<file path="src/rtl/parity_frame_checker_sat_counter.sv">
// ============================================================================
// Module   : sat_counter
// Purpose  : Up-counter that sticks at all-ones; cleared only by reset.
// Revision : 1.0 - initial release
// ============================================================================
`default_nettype none

module sat_counter #(
    parameter int WIDTH = 8
) (
    input  wire logic             clk,
    input  wire logic             reset,
    input  wire logic             inc,
    output logic [WIDTH-1:0]      count
);

    logic [WIDTH-1:0] r_count;

    always_ff @(posedge clk) begin
        if (reset) begin
            r_count <= '0;
        end else if (inc && (r_count != {WIDTH{1'b1}})) begin
            r_count <= r_count + WIDTH'(1);
        end
    end

    assign count = r_count;

endmodule

`default_nettype wire

</file>
<file path="config.mk">
export PLATFORM = sky130hd
export DESIGN_NAME = sat_counter
export DESIGN_NICKNAME = d
export VERILOG_FILES = /design/src/rtl/parity_frame_checker_sat_counter.sv
export SDC_FILE = /design/constraint.sdc
export NUM_CORES = 1
export LEC_CHECK = 0
export BUFFER_PORTS_ARGS = -buffer_cell sky130_fd_sc_hd__buf_4
export CORE_AREA = 2 2 39 41
export DETAILED_ROUTE_END_ITERATION = 16
export DIE_AREA = 0 0 41 43
export SYNTH_ARGS = -nofsm -noshare
export SYNTH_HDL_FRONTEND = slang
export SYNTH_SLANG_ARGS = --single-unit
</file>
<file path="constraint.sdc">
create_clock -name clk -period 1.55 [get_ports clk]
set_clock_uncertainty 0.05 [all_clocks]
set_input_delay 0.0775 -clock clk [delete_from_list [all_inputs] [get_ports clk]]
set_output_delay 0.0775 -clock clk [all_outputs]
set_load 0.1 [all_outputs]
</file>
# Word-level counts from Yosys, hierarchy flattened

Cells that the tools add are included.

Eq/ne operators: 1
Add/sub/neg operators: 1
Reduce and logical (&&, ||, !) cells: 1

Operator list:

| kind                                                           | number |
|---|---|
| 8-bit by 1-bit adder with 8-bit output (second input constant) | 1 |
| 8-bit inequality test (second input constant)                  | 1 |
| 1-bit logical AND                                              | 1 |

Flip-flop bits (word level): 8
Output and inout port bits: 8
Word-level logic and storage cells: 4
Input bits: 3

# Logic depth before layout (Yosys ltp)

Gate-level depths: netlist of the first run.

Word-level depth: 2
Gate-level depth with buffers: 4
Gate-level depth less buffers: 4

# Worst setup path before layout of the first run

OpenSTA, ideal clock, no wires.

Path type: flip-flop to flip-flop
From: reg r_count[0] (netlist: count[0])
To: reg r_count[0] (netlist: count[0])
Clock period less this slack: 2.075 ns
Stages on the path, launching flop included: 5
Arrival time: 1.904 ns
Setup time: 0.121 ns
Setup slack: -0.525 ns
Required time: 1.379 ns
Path buffers: 0
Cells stage by stage: dfxtp_1 -> ha_1 -> and3_4 -> a21boi_4 -> mux2_4

Word-level cells in the longest chain between the ends: 2
Elaborated cells between the ends (all ways): 3
Classes of those cells: add/sub: 1; eq/ne: 1; reduce/logical: 1

Ends and longest elaborated chain:

| what                                                                           | RTL line | source |
|---|---|---|
| from (decl)                                                                    | 17       | `logic [WIDTH-1:0] r_count;` |
| from (signal assigned)                                                         | 23       | `r_count <= r_count + WIDTH'(1);` |
| branches (longest 2 deep; another with 8-bit by 1-bit adder with 8-bit output) | --       |  |

Parallel ways; which one is timed is not known.
A chain may end at the register's enable or synchronous reset.

# Final worst setup path of the first run

Same ends and word-level chain as after synthesis.

==> flow_summary.json, run 1 <==
{
  "clockBufferDepth": 2,
  "grt_max_degree": 9,
  "power_frac_clock": 0.375,
  "antennaDiodeCount": 0,
  "die_w_um": 41,
  "antenna_found_initial": 0,
  "cp-end-kind": "flip-flop",
  "cts_root_buffer": "clkbuf_4",
  "coreArea_sq_um": 1380,
  "critPathKind": "flip-flop to flip-flop",
  "grtUsageTotal": 0.132,
  "area_growth_pct": 34.3,
  "yosysSeqAreaShare": 0.372,
  "wl_met1_um": 422,
  "dr.max_layer_used": "met4",
  "setup_viol": 0,
  "path_max_fanout": 6,
  "critical-path-max-stage-delay_ns": 0.36,
  "numClockSinks": 8,
  "power.switching_mw": 0.136,
  "drc": 0,
  "syn-num-nets": 50,
  "cp_slowest_cell": "dfxtp_4",
  "clk_pin_slew_worst_paths_ns": 0.06,
  "largest_register_ffs": 8,
  "grt_pass1_wl_um": 1530,
  "rsz0062_at_grt": "no",
  "nets": 65,
  "path_depth": 4,
  "drt-wirelength-per-cell_um": 11.6,
  "yosys_warnings": 0,
  "start_util": 0.311,
  "synth_largest_area_cell": "dfxtp_1",
  "final_antenna_net_count": 0,
  "slew_viol_final": 0,
  "async_flop_share": 0,
  "synth_cells": 46,
  "hold_depth": 3,
  "ir_worst_vdd_v": 0.000622,
  "combPwrFrac": 0.167,
  "intPower_mw": 0.327,
  "period_needed_ns": 1.42,
  "drive_gt1_frac": 0.450,
  "yosysTopAreaCellShare": 0.372,
  "first_pass_iters": 4,
  "worst-slew-pin-transition_ns": 0.279,
  "path_buf_inv": 0,
  "totalWireLength_um": 878,
  "wl_met2_um": 379,
  "dr_wl_met3_um": 46,
  "chipHeight_um": 43,
  "synth-seq-cells": 8,
  "path_cells": "ha_2, and3_4, a21boi_4, mux2_4",
  "p_leak_nw": 0.226,
  "clkLatencyLatePin_ns": 0.26,
  "final_util": 0.418,
  "placementRows": 14,
  "num_io_pins": 11,
  "numCtsBuffers": 3,
  "critical_path_required_ns": 1.65,
  "power_density_nw_per_um2": 801,
  "cp_top_family": "flip-flops",
  "n_fill_cell": 144,
  "critPathLaunchType": "flip-flop",
  "fin_crit_sh": 0.918,
  "relSlewSlack": 0.816,
  "maxCapViolations": 0,
  "hp-class": "input port to flip-flop",
  "switching_share": 0.294,
  "synth_ff_type": "dfxtp_1",
  "cts-htree-levels": 1,
  "postCtsSetupBuffers": 0,
  "port_buffers": 10,
  "netlist_area_sq_um": 430,
  "place_congestion": 0.699,
  "cts_tree": "built",
  "overflow": 0,
  "fin_setup_tns_ns": 0,
  "drt_iter0_drc": 7,
  "hpwlAfterDp_um": 659,
  "timing.fmax_ghz": 0.703,
  "status": "completed",
  "grt_pass1_vias": 356,
  "p_seq_frac": 0.458,
  "synth_cell_types": 25,
  "final_hold_viol_count": 0,
  "synth-edff-count": 0,
  "syn-mean-instance-area_sq_um": 9.36,
  "die_area_sq_um": 1760,
  "post_drt_via_cell_ratio": 5.07,
  "synth.area.top_cells": "dfxtp_1 (37%), a21oi_1 (5.8%), a21boi_4 (4.4%), nand2_1 (4.4%), and4_1 (4.1%)",
  "cp.arrival_ns": 1.52,
  "reg2reg_depth": 4,
  "num_vias": 385
}
power groups by stage:
stage,Combinational (mW),Clock (mW),Sequential [mW]
2_1_floorplan,0.0184,0,0.253
3_3_place_gp,0.0761,0,0.216
3_5_place_dp,0.0751,0,0.216
4_1_cts,0.0773,0.178,0.212
5_1_grt,0.0819,0.191,0.213
6_report,0.0773,0.174,0.212
worst min-delay path, delay by kind of cell:
family,cells,cell delay (ns)
AO/OA/AOI/OAI,1,0.06
buffers and inverters,1,0.11
AND/OR/NAND/NOR,1,0.12
final timing paths:
path / start / to / slack, ns
max: count[0] / count[0] / 0.13
max reg2reg: count[0] / count[0] / 0.13
min: inc / count[2] / 0.12
min reg2reg: count[5] / count[5] / 0.40
layout by cell type (no fill, tap or decap), drive strengths merged:
cell         instances
nand2b               1
and4                 2
nand3                2
nor3                 2
nand2                5
clkbuf               4
a311oi               1
mux2i                1
ha                   1
o311a                1
or3                  1
inv                  1
and2b                1
mux2                 1
nor2                 1
o21ai                1
dlygate4sd3          1
a21boi               2
a211oi               2
a31oi                1
buf                 10
a21oi                5
and3                 1
dfxtp                8
o21bai               2
nand4                2
cell usage after synthesis (2+ instances only):
library cell / instances
a211oi_1: 2
o21bai_1: 2
a21oi_1: 5
nor3_1: 2
and4_1: 2
nand4_1: 2
nand3_1: 2
nand2_1: 5
dfxtp_1: 8
repair_timing:
| item | CTS | global route |
|---|---|---|
| resized for setup | 0 | 0 |
| hold endpoints to repair | 2 | 0 |
| hold buffers | 1 | 0 |
final cells by class:
cell class              count  area (sq um)  area share
well taps                  16          20.0      0.0346
inverters                   1          3.75     0.00649
repair buffers             11          85.1       0.147
clock buffers               4          26.3      0.0455
multi-input cells          36           258       0.446
flip-flops and latches      8           185       0.320
layer usage:
layer | vias to the layer above | track usage
li1 | 204 | -
met1 | 165 | 0.165
met2 | 12 | 0.175
met3 | 4 | 0.0314
met4 | 0 | 0.120
met5 | - | 0
cells by family (layout without fill, tap and decap cells):
logic type | after synthesis | in the layout | share of synthesized area
adders and majority gates | 1 | 1 | 0.0291
buffers and inverters | 2 | 16 | 0.0349
muxes | 2 | 2 | 0.0581
and+or+nand+nor | 18 | 18 | 0.247
DFF | 8 | 8 | 0.372
AOI/OAI and AO/OA | 15 | 15 | 0.259
through the flow:
step           hold slack (ns)  instances  power (mW)  area (sq um)  setup WS (ns)
2_1_floorplan           0.0905         46       0.271           458         0.0187
3_3_place_gp             0.257         71       0.292           542          0.162
3_5_place_dp             0.252         71       0.291           542          0.142
4_1_cts                  0.123         76       0.467           578          0.130
5_1_grt                  0.150         76       0.486           578          0.103
6_report                 0.117         76       0.463           578          0.128
No activity file was read; power rests on OpenSTA's default activity.
==> run 2, diff against run 1 <==
==> constraint.sdc (replaced) <==
create_clock -name clk -period 1.4 [get_ports clk]
set_clock_uncertainty 0.05 [all_clocks]
set_input_delay 0.07 -clock clk [delete_from_list [all_inputs] [get_ports clk]]
set_output_delay 0.07 -clock clk [all_outputs]
set_load 0.1 [all_outputs]
==> run 2 against run 1 <==
  * Global-route usage is 1.6 points higher
  * Highest routed layer unchanged
  * Largest power group unchanged
  * Worst setup slack got worse by 0.081 ns
  * Critical path type unchanged
  * Final area is 4.5% higher
  * Via count increased by 6.2%
  * Sequential power is 9.9% higher
  * Combinational power increased by 13%
  * Hold slack got worse by 0.013 ns
==> flow_summary.json, run 2 (same netlist as run 1, synthesis figures left out) <==
{
  "maxCapViolations": 0,
  "power_density_nw_per_um2": 825,
  "fin_crit_sh": 0.967,
  "worst_slack_ns": 0.0469,
  "mostFrequentLayoutCell": "buf_4",
  "hold_depth": 3,
  "hold_path_end": "count[2]",
  "first_pass_iters": 1,
  "critical-path-max-stage-delay_ns": 0.36,
  "mostFrequentLayoutCells": "buf_4 (12), dfxtp_4 (8), a21oi_1 (5), nand2_1 (5), clkbuf_4 (3)",
  "start_util": 0.311,
  "worst-slew-pin-transition_ns": 0.287,
  "path_max_fanout": 5,
  "grt_pass1_vias": 419,
  "final_cells": 77,
  "p_leak_nw": 0.237,
  "setup_viol": 0,
  "cp.arrival_ns": 1.44,
  "cts_tree": "built",
  "critPathLaunchType": "flip-flop",
  "final_hold_viol_count": 0,
  "antenna_found_initial": 0,
  "rrSetupSlack_ns": 0.05,
  "min_from": "inc",
  "area_growth_pct": 40.4,
  "timing.fmax_ghz": 0.739,
  "place_congestion": 0.792,
  "cts-htree-levels": 1,
  "final_util": 0.437,
  "clkLatencyLatePin_ns": 0.26,
  "placementRows": 14,
  "critPathKind": "flip-flop to flip-flop",
  "status": "completed",
  "ir_worst_vdd_v": 0.000357,
  "r2r-end": "count[0]",
  "num_vias": 409,
  "nets": 67,
  "numClockSinks": 8,
  "r2r_start": "count[1]",
  "drt_iter0_drc": 0,
  "pre_cts_slack_ns": 0.0590,
  "rsz0062_at_grt": "no",
  "whs_ns": 0.105,
  "hpwlAfterDp_um": 734,
  "overflow": 0,
  "chipHeight_um": 43,
  "grt_max_degree": 9,
  "slew_viol_final": 0,
  "path_buf_inv": 0,
  "coreArea_sq_um": 1380,
  "reg2reg_depth": 4,
  "grtUsageTotal": 0.148,
  "relSlewSlack": 0.809,
  "grt_pass1_wl_um": 1740,
  "cp_top_family": "flip-flops",
  "port_buffers": 10,
  "die_area_sq_um": 1760,
  "numCtsBuffers": 3,
  "num_io_pins": 11,
  "final_antenna_net_count": 0,
  "cts_root_buffer": "clkbuf_4",
  "drive_gt1_frac": 0.475,
  "largest_register_ffs": 8,
  "post_drt_via_cell_ratio": 5.31,
  "period_needed_ns": 1.35,
  "antennaDiodeCount": 0,
  "path_cells": "ha_4, and3_4, a21boi_4, mux2_4",
  "drc": 0,
  "totalWireLength_um": 982,
  "n_fill_cell": 150,
  "fin_setup_tns_ns": 0,
  "dp.cells": 73,
  "clockBufferDepth": 2,
  "cp-end-kind": "flip-flop",
  "hp-class": "input port to flip-flop",
  "drt-wirelength-per-cell_um": 12.8,
  "die_w_um": 41,
  "cp_slowest_cell": "dfxtp_4",
  "critical_path_required_ns": 1.49,
  "clk_pin_slew_worst_paths_ns": 0.06,
  "postCtsSetupBuffers": 0
}
==> run 2: metal layers <==
metal  share of wire  GRT usage  up-vias
li1                -          -      209
met1            0.48      0.187      186
met2            0.45      0.213       12
met3           0.054     0.0628        2
met4           0.017     0.0600        0
met5               0          0        -
==> run 2: worst max path at each step <==
stage	from	to	slack (ns)	cells past startpoint
final	count[1]	count[0]	0.05	4
after global routing	count[1]	count[0]	0.001	4
after CTS	count[1]	count[0]	0.04	4
after detailed placement	count[0]	count[0]	0.06	4
after global placement	count[0]	count[0]	0.07	4
after floorplan	count[1]	count[0]	-0.05	4
==> run 2: report_power, final <==
group,leakage (nW),switching [mW],internal [mW]
clock,0.0138,0.0798,0.0982
combinational,0.153,0.0595,0.0279
sequential,0.0710,0.0102,0.223
total,0.237,0.150,0.349
==> run 2: per-stage QoR <==
| step | power [mW] | instance area (sq um) |
|---|---|---|
| 2_1_floorplan | 0.300 | 473 |
| 3_3_place_gp | 0.323 | 572 |
| 3_5_place_dp | 0.324 | 572 |
| 4_1_cts | 0.506 | 604 |
| 5_1_grt | 0.534 | 604 |
| 6_report | 0.498 | 604 |
==> run 2: tightest hold or removal path: cells and delay by family <==
| family | cells | cell delay [ns] |
|---|---|---|
| AO/OA/AOI/OAI | 1 | 0.06 |
| buffers and inverters | 1 | 0.11 |
| AND/OR/NAND/NOR | 1 | 0.11 |
==> run 2: cell type report <==
cell class	count	area, sq um	area share
Tap cell	16	20.0	0.0331
Sequential cell	8	190	0.315
Timing Repair Buffer	13	100	0.166
Multi-Input combinational cell	36	268	0.443
Inverter	1	3.75	0.00621
Clock buffer	3	22.5	0.0373
==> run 2: timing repair <==
action                                  CTS  global route
endpoints found under the hold margin     3             0
endpoints found under the setup margin    0             0
resized for setup                         0             0
hold buffers                              1             0
